## src/rtl/aes_pkg.sv

```systemverilog
// rtl/aes_pkg.sv - shared AES constants: key length codes, Nk/Nr, xtime, S-box
package aes_pkg;

    typedef enum logic [1:0] {
        KEY_128 = 2'd0,
        KEY_192 = 2'd1,
        KEY_256 = 2'd2,
        KEY_BAD = 2'd3
    } key_len_t;

    typedef enum logic [1:0] {
        ST_IDLE  = 2'd0,
        ST_GEN   = 2'd1,
        ST_DRAIN = 2'd2
    } ks_state_t;

    localparam int NK_128 = 4;
    localparam int NK_192 = 6;
    localparam int NK_256 = 8;

    function automatic logic [3:0] nk_of(input logic [1:0] len);
        logic [3:0] nk;
        case (len)
            KEY_128: nk = 4'(NK_128);
            KEY_192: nk = 4'(NK_192);
            default: nk = 4'(NK_256);
        endcase
        return nk;
    endfunction

    function automatic logic [3:0] nr_of(input logic [1:0] len);
        return nk_of(len) + 4'd6;
    endfunction

    function automatic int key_bits(input logic [1:0] len);
        return 32 * int'(nk_of(len));
    endfunction

    function automatic logic [7:0] xtime(input logic [7:0] b);
        return {b[6:0], 1'b0} ^ (b[7] ? 8'h1b : 8'h00);
    endfunction

    localparam logic [7:0] SBOX [256] = '{
        8'h63, 8'h7c, 8'h77, 8'h7b, 8'hf2, 8'h6b, 8'h6f, 8'hc5, 8'h30, 8'h01, 8'h67, 8'h2b, 8'hfe, 8'hd7, 8'hab, 8'h76,
        8'hca, 8'h82, 8'hc9, 8'h7d, 8'hfa, 8'h59, 8'h47, 8'hf0, 8'had, 8'hd4, 8'ha2, 8'haf, 8'h9c, 8'ha4, 8'h72, 8'hc0,
        8'hb7, 8'hfd, 8'h93, 8'h26, 8'h36, 8'h3f, 8'hf7, 8'hcc, 8'h34, 8'ha5, 8'he5, 8'hf1, 8'h71, 8'hd8, 8'h31, 8'h15,
        8'h04, 8'hc7, 8'h23, 8'hc3, 8'h18, 8'h96, 8'h05, 8'h9a, 8'h07, 8'h12, 8'h80, 8'he2, 8'heb, 8'h27, 8'hb2, 8'h75,
        8'h09, 8'h83, 8'h2c, 8'h1a, 8'h1b, 8'h6e, 8'h5a, 8'ha0, 8'h52, 8'h3b, 8'hd6, 8'hb3, 8'h29, 8'he3, 8'h2f, 8'h84,
        8'h53, 8'hd1, 8'h00, 8'hed, 8'h20, 8'hfc, 8'hb1, 8'h5b, 8'h6a, 8'hcb, 8'hbe, 8'h39, 8'h4a, 8'h4c, 8'h58, 8'hcf,
        8'hd0, 8'hef, 8'haa, 8'hfb, 8'h43, 8'h4d, 8'h33, 8'h85, 8'h45, 8'hf9, 8'h02, 8'h7f, 8'h50, 8'h3c, 8'h9f, 8'ha8,
        8'h51, 8'ha3, 8'h40, 8'h8f, 8'h92, 8'h9d, 8'h38, 8'hf5, 8'hbc, 8'hb6, 8'hda, 8'h21, 8'h10, 8'hff, 8'hf3, 8'hd2,
        8'hcd, 8'h0c, 8'h13, 8'hec, 8'h5f, 8'h97, 8'h44, 8'h17, 8'hc4, 8'ha7, 8'h7e, 8'h3d, 8'h64, 8'h5d, 8'h19, 8'h73,
        8'h60, 8'h81, 8'h4f, 8'hdc, 8'h22, 8'h2a, 8'h90, 8'h88, 8'h46, 8'hee, 8'hb8, 8'h14, 8'hde, 8'h5e, 8'h0b, 8'hdb,
        8'he0, 8'h32, 8'h3a, 8'h0a, 8'h49, 8'h06, 8'h24, 8'h5c, 8'hc2, 8'hd3, 8'hac, 8'h62, 8'h91, 8'h95, 8'he4, 8'h79,
        8'he7, 8'hc8, 8'h37, 8'h6d, 8'h8d, 8'hd5, 8'h4e, 8'ha9, 8'h6c, 8'h56, 8'hf4, 8'hea, 8'h65, 8'h7a, 8'hae, 8'h08,
        8'hba, 8'h78, 8'h25, 8'h2e, 8'h1c, 8'ha6, 8'hb4, 8'hc6, 8'he8, 8'hdd, 8'h74, 8'h1f, 8'h4b, 8'hbd, 8'h8b, 8'h8a,
        8'h70, 8'h3e, 8'hb5, 8'h66, 8'h48, 8'h03, 8'hf6, 8'h0e, 8'h61, 8'h35, 8'h57, 8'hb9, 8'h86, 8'hc1, 8'h1d, 8'h9e,
        8'he1, 8'hf8, 8'h98, 8'h11, 8'h69, 8'hd9, 8'h8e, 8'h94, 8'h9b, 8'h1e, 8'h87, 8'he9, 8'hce, 8'h55, 8'h28, 8'hdf,
        8'h8c, 8'ha1, 8'h89, 8'h0d, 8'hbf, 8'he6, 8'h42, 8'h68, 8'h41, 8'h99, 8'h2d, 8'h0f, 8'hb0, 8'h54, 8'hbb, 8'h16
    };

endpackage

```

## src/rtl/aes_sbox.sv

```systemverilog
// rtl/aes_sbox.sv - combinational AES forward S-box lookup
module aes_sbox
    import aes_pkg::*;
(
    input  logic [7:0] data_byte,
    output logic [7:0] sub_byte
);

    assign sub_byte = SBOX[data_byte];

endmodule

```

## src/rtl/aes_key_schedule.sv

```systemverilog
// rtl/aes_key_schedule.sv - iterative AES-128/192/256 key expansion, one round key per stream beat
module aes_key_schedule
    import aes_pkg::*;
#(
    parameter int MAX_KEY_WIDTH = 256
) (
    input  logic                     clk,
    input  logic                     reset,
    input  logic [MAX_KEY_WIDTH-1:0] key_in,
    input  logic [1:0]               key_len,
    input  logic                     start,
    output logic                     busy,
    output logic                     err,
    output logic                     rk_valid,
    input  logic                     rk_ready,
    output logic [127:0]             rk_data,
    output logic [3:0]               rk_index,
    output logic                     rk_last
);

    ks_state_t              state;
    logic [MAX_KEY_WIDTH-1:0] key_q;
    logic [1:0]             len_q;
    logic [5:0]             idx;
    logic [2:0]             mod_cnt;
    logic [7:0]             rcon;
    logic [31:0]            win [8];
    logic [95:0]            asm_q;

    logic [255:0]           key_ext;
    logic [31:0]            key_words [8];
    logic [31:0]            prev_w;
    logic [31:0]            old_w;
    logic [31:0]            sub_in;
    logic [31:0]            sub_out;
    logic [31:0]            new_w;
    logic [3:0]             nk;
    logic [3:0]             nr;
    logic                   stall;
    logic                   last_word;
    logic                   start_ok;

    // Left-justify the captured key into a 256-bit frame so word k is always at the same offset.
    assign key_ext = 256'(key_q) << (256 - MAX_KEY_WIDTH);

    for (genvar k = 0; k < 8; k++) begin : g_key_words
        assign key_words[k] = key_ext[255-32*k -: 32];
    end

    assign nk        = nk_of(len_q);
    assign nr        = nr_of(len_q);
    assign prev_w    = win[0];
    assign old_w     = win[nk[2:0] - 3'd1];
    assign sub_in    = (mod_cnt == 3'd0) ? {prev_w[23:0], prev_w[31:24]} : prev_w;
    assign stall     = (idx[1:0] == 2'd3) && rk_valid && !rk_ready;
    assign last_word = (idx == {nr, 2'b11});
    assign start_ok  = (key_len != KEY_BAD) && (key_bits(key_len) <= MAX_KEY_WIDTH);

    for (genvar b = 0; b < 4; b++) begin : g_sub_word
        aes_sbox u_sbox (
            .data_byte (sub_in[8*b +: 8]),
            .sub_byte  (sub_out[8*b +: 8])
        );
    end

    always_comb begin
        new_w = old_w ^ prev_w;
        if (idx < {2'b00, nk}) begin
            new_w = key_words[idx[2:0]];
        end else if (mod_cnt == 3'd0) begin
            new_w = old_w ^ sub_out ^ {rcon, 24'h0};
        end else if (nk == 4'd8 && mod_cnt == 3'd4) begin
            new_w = old_w ^ sub_out;
        end
    end

    always_ff @(posedge clk) begin
        if (reset) begin
            state    <= ST_IDLE;
            busy     <= 1'b0;
            err      <= 1'b0;
            rk_valid <= 1'b0;
            rk_data  <= '0;
            rk_index <= '0;
            rk_last  <= 1'b0;
            key_q    <= '0;
            len_q    <= '0;
            idx      <= '0;
            mod_cnt  <= '0;
            rcon     <= 8'h01;
            asm_q    <= '0;
            for (int k = 0; k < 8; k++) win[k] <= '0;
        end else begin
            err <= 1'b0;
            if (rk_valid && rk_ready) rk_valid <= 1'b0;
            case (state)
                ST_IDLE: begin
                    if (start) begin
                        if (start_ok) begin
                            key_q   <= key_in;
                            len_q   <= key_len;
                            idx     <= '0;
                            mod_cnt <= '0;
                            rcon    <= 8'h01;
                            busy    <= 1'b1;
                            state   <= ST_GEN;
                        end else begin
                            err <= 1'b1;
                        end
                    end
                end
                ST_GEN: begin
                    if (!stall) begin
                        win[0] <= new_w;
                        for (int k = 1; k < 8; k++) win[k] <= win[k-1];
                        asm_q   <= {asm_q[63:0], new_w};
                        idx     <= idx + 6'd1;
                        mod_cnt <= (mod_cnt == nk[2:0] - 3'd1) ? 3'd0 : mod_cnt + 3'd1;
                        if (idx >= {2'b00, nk} && mod_cnt == 3'd0) rcon <= xtime(rcon);
                        if (idx[1:0] == 2'd3) begin
                            rk_valid <= 1'b1;
                            rk_data  <= {asm_q, new_w};
                            rk_index <= idx[5:2];
                            rk_last  <= last_word;
                        end
                        if (last_word) state <= ST_DRAIN;
                    end
                end
                ST_DRAIN: begin
                    if (rk_valid && rk_ready && rk_last) begin
                        busy  <= 1'b0;
                        state <= ST_IDLE;
                    end
                end
                default: state <= ST_IDLE;
            endcase
        end
    end

endmodule
```

## config.mk

```make
export PLATFORM = sky130hd
export DESIGN_NAME = aes_key_schedule
export DESIGN_NICKNAME = d
export VERILOG_FILES = /design/src/rtl/aes_pkg.sv /design/src/rtl/aes_sbox.sv /design/src/rtl/aes_key_schedule.sv
export SDC_FILE = /design/constraint.sdc
export NUM_CORES = 2
export LEC_CHECK = 0
export BUFFER_PORTS_ARGS = -buffer_cell sky130_fd_sc_hd__buf_2
export CAP_MARGIN = 10
export CORE_MARGIN = 1.5
export CORE_UTILIZATION = 25
export CTS_CLUSTER_SIZE = 14
export DETAILED_ROUTE_END_ITERATION = 12
export GPL_TIMING_DRIVEN = 0
export PLACE_DENSITY = 0.52
export SLEW_MARGIN = 30
export SYNTH_ARGS = -nofsm -noshare
export SYNTH_HDL_FRONTEND = slang
export SYNTH_SLANG_ARGS = --single-unit
export TNS_END_PERCENT = 10
```

## constraint.sdc

```tcl
create_clock -name clk -period 17.2 [get_ports clk]
set_input_delay 2.58 -clock clk [delete_from_list [all_inputs] [get_ports clk]]
set_output_delay 2.58 -clock clk [all_outputs]
set_load 0.005 [all_outputs]
```

==> results.json <==
{
  "status": "completed",
  "die_h_um": 433.6,
  "max-cap-violations": 0,
  "nets": 6389,
  "hold_viol_final": 0,
  "synth.distinct_cells": 101,
  "synth_cells": 5601,
  "fillers": 19850,
  "final_cells": 8620,
  "tightest_slew_ps": 1160,
  "yosys_warnings": 0,
  "crit_chain": "inv_1 -> ha_1 -> nand2b_1 -> buf_6 -> buf_6 -> buf_6 -> mux2_2 -> clkinv_1 -> ha_1 -> clkbuf_1 -> inv_1 -> a211oi_2 -> or3_1 -> o21ai_0 -> a221oi_1 -> o311ai_0 -> a21oi_1 -> mux2i_1 -> a211oi_1 -> a21oi_1",
  "first_pass_iters": 9,
  "p_leak_nw": 19.32,
  "globalRouteTotalUtil_pct": 28.69,
  "grt_start_max_net_pins": 95,
  "portBuffers": 396,
  "total_power_mw": 5.609,
  "tritoncts": "built",
  "wire_per_inst_um": 32.72,
  "area_delta_synth_final_pct": 17.56,
  "ant_nets": 0,
  "power_density_nw_per_um2": 102.9,
  "cts_max_path_buffers": 3,
  "period_needed_ps": 7431,
  "synthTopCellsByCount": "1163 x nand2_1, 667 x a21oi_1, 509 x dfxtp_1, 360 x clkbuf_1, 279 x nor2_1",
  "startpoint_type": "flip-flop",
  "postCtsSetupBuffers": 0,
  "drive_gt1_share_pct": 15.49,
  "critPathRequiredTime_ps": 17530,
  "cp_data_arrival_time_ps": 7760,
  "grt_pass1_wl_um": 385700,
  "cp_max_fo": 12,
  "syn_nets": 5901,
  "crit_buf_inv": 7,
  "antenna_found_initial": 22,
  "htreeDepth": 3,
  "synth.avg_cell_area_sq_um": 8.277,
  "path_common_cell": "buf_6",
  "path_clk_slew_ps": 60,
  "ys_seq_elements": 765,
  "drt_iter0_markers": 7825,
  "setup_viol": 0,
  "critPathMaxStageDelay_ps": 720,
  "io_pins": 398,
  "cp-end-kind": "flip-flop",
  "routed_wl_um": 282100,
  "yosysMostFrequentCell": "nand2_1",
  "synth_top_area_cell": "dfxtp_1",
  "min_path_type": "flip-flop to flip-flop",
  "cts_buffers": 82,
  "synth_edf_count": 256,
  "relSlewSlack_pct": 20.44,
  "grt_pass1_vias": 48330,
  "synth_ff_type": "dfxtp_1",
  "setup_tns_ps": 0,
  "setup_ws_ps": 9769,
  "fin_skew_ps": 34.46,
  "maxSlewViolCount": 0,
  "die_w_um": 433.6,
  "grt-ovfl-total": 0,
  "cts_resized": 0,
  "post_drt_via_cell_ratio": 6.021,
  "ys_top_cells_by_area": "dfxtp_1 22%, edfxtp_1 17%, nand2_1 9.4%",
  "max_freq_ghz": 0.1346,
  "core_area_sq_um": 183700,
  "clkSinkCount": 765,
  "crit_family": "compound AO/OA/AOI/OAI gates",
  "yosysTopAreaCellShare_pct": 21.98,
  "hpwl_um": 212300,
  "ys_seq_area_share_pct": 38.56,
  "drc": 0,
  "clkLatencyLatePin_ps": 670,
  "critPathSlowestCell": "a211oi_1",
  "routed-via-count": 51900,
  "clock-root-buffer": "clkbuf_16",
  "placementRows": 157,
  "period_share_pct": 43.21,
  "synth_area_sq_um": 46360,
  "dpl.cell_count": 8468,
  "hold_buffers": 0,
  "gp_congestion": 1.051,
  "irDropWorstVdd_v": 0.00007854,
  "die_area_sq_um": 188000,
  "critPathKind": "flip-flop to flip-flop",
  "start_util_pct": 25.24,
  "grt_setup_unrepaired": "false",
  "async_reset_ff_share_pct": 0,
  "post-place-ws_ps": 10150
}
per-layer routing:
layer / routed length (um) / track usage [%]
met1: 108400 / 36.34
met2: 122500 / 44.60
met3: 32170 / 7.323
met4: 18990 / 15.27
met5: 58 / 0
sequential cells by signal, summed over array words and instances, names as in the netlist, 2 cells and up:
register	count
asm_q	96
rk_index	4
rk_data	128
len_q	2
mod_cnt	3
state	2
rcon	8
idx	6
win	256
key_ext	256
final cells by class:
| cell class | count | area [sq um] | share of cell area (%) |
|---|---|---|---|
| Clock inverter | 27 | 259.0 | 0.4753 |
| Clock buffer | 121 | 2395 | 4.394 |
| Tap cell | 2464 | 3083 | 5.657 |
| Buffer | 560 | 2435 | 4.468 |
| Sequential cell | 765 | 17880 | 32.80 |
| Inverter | 52 | 202.7 | 0.3719 |
| Antenna cell | 3 | 7.507 | 0.01378 |
| Timing Repair Buffer | 404 | 2079 | 3.816 |
| Multi-Input combinational cell | 4224 | 26160 | 48.00 |
final timing paths:
| kind | start | end | slack [ps] | cells past startpoint |
|---|---|---|---|---|
| setup / recovery | mod_cnt[0] | win[0][28] | 9770 | 20 |
| setup reg to reg | mod_cnt[0] | win[0][28] | 9770 | 20 |
| hold reg to reg | asm_q[94] | rk_data[126] | 450 | 2 |
| hold / removal | asm_q[94] | rk_data[126] | 450 | 2 |
report_power, final:
part,internal [mW],leakage (nW),switching (mW)
Combinational,0.475,11.2,1.34
Clock,1.01,1.31,0.760
Sequential,1.96,6.86,0.0537
kinds of logic after synthesis:
group / count (synthesis) / synth area share [%]
mux: 319 / 9.082
xor+xnor: 53 / 1.001
flops: 765 / 38.56
simple gates: 2103 / 20.46
fa+ha+maj: 38 / 1.026
compound gates: 1711 / 24.24
buf+inv: 612 / 5.628
layout by cell type (no fill, tap or decap), types with 41 or more instances in the layout:
cell type,Yosys,final
mux4_2,70,70
mux2i_1,163,142
nand2_1,1163,1163
buf_2,119,525
clkbuf_1,360,373
o221ai_1,42,42
inv_1,46,45
clkbuf_16,0,85
nor2_1,279,278
nor3_1,93,91
nor2b_1,103,103
a211oi_1,123,107
mux2_2,72,72
dfxtp_1,509,509
o211ai_1,92,92
o22ai_1,41,41
a21oi_1,667,664
edfxtp_1,256,256
o21ai_0,195,192
and2_1,175,175
a31oi_1,77,76
a221oi_1,45,45
nand3_1,94,94
through the flow:
stage	instance area [sq um]	util (%)	hold slack, ps
finish	54500	29.67	451.7
global route	54490	29.67	466.2
CTS	54420	29.63	454.2
detailed placement	51770	28.19	445.3
global placement	51420	28.00	440.0
floorplan	46360	-	432.1
tightest hold or removal path, cell delays in order, from the launching register on:
cell and delay (ps):
dfxtp_1 310, nand2_1 50, a21oi_1 50
Power figures use the tool's default switching activity.
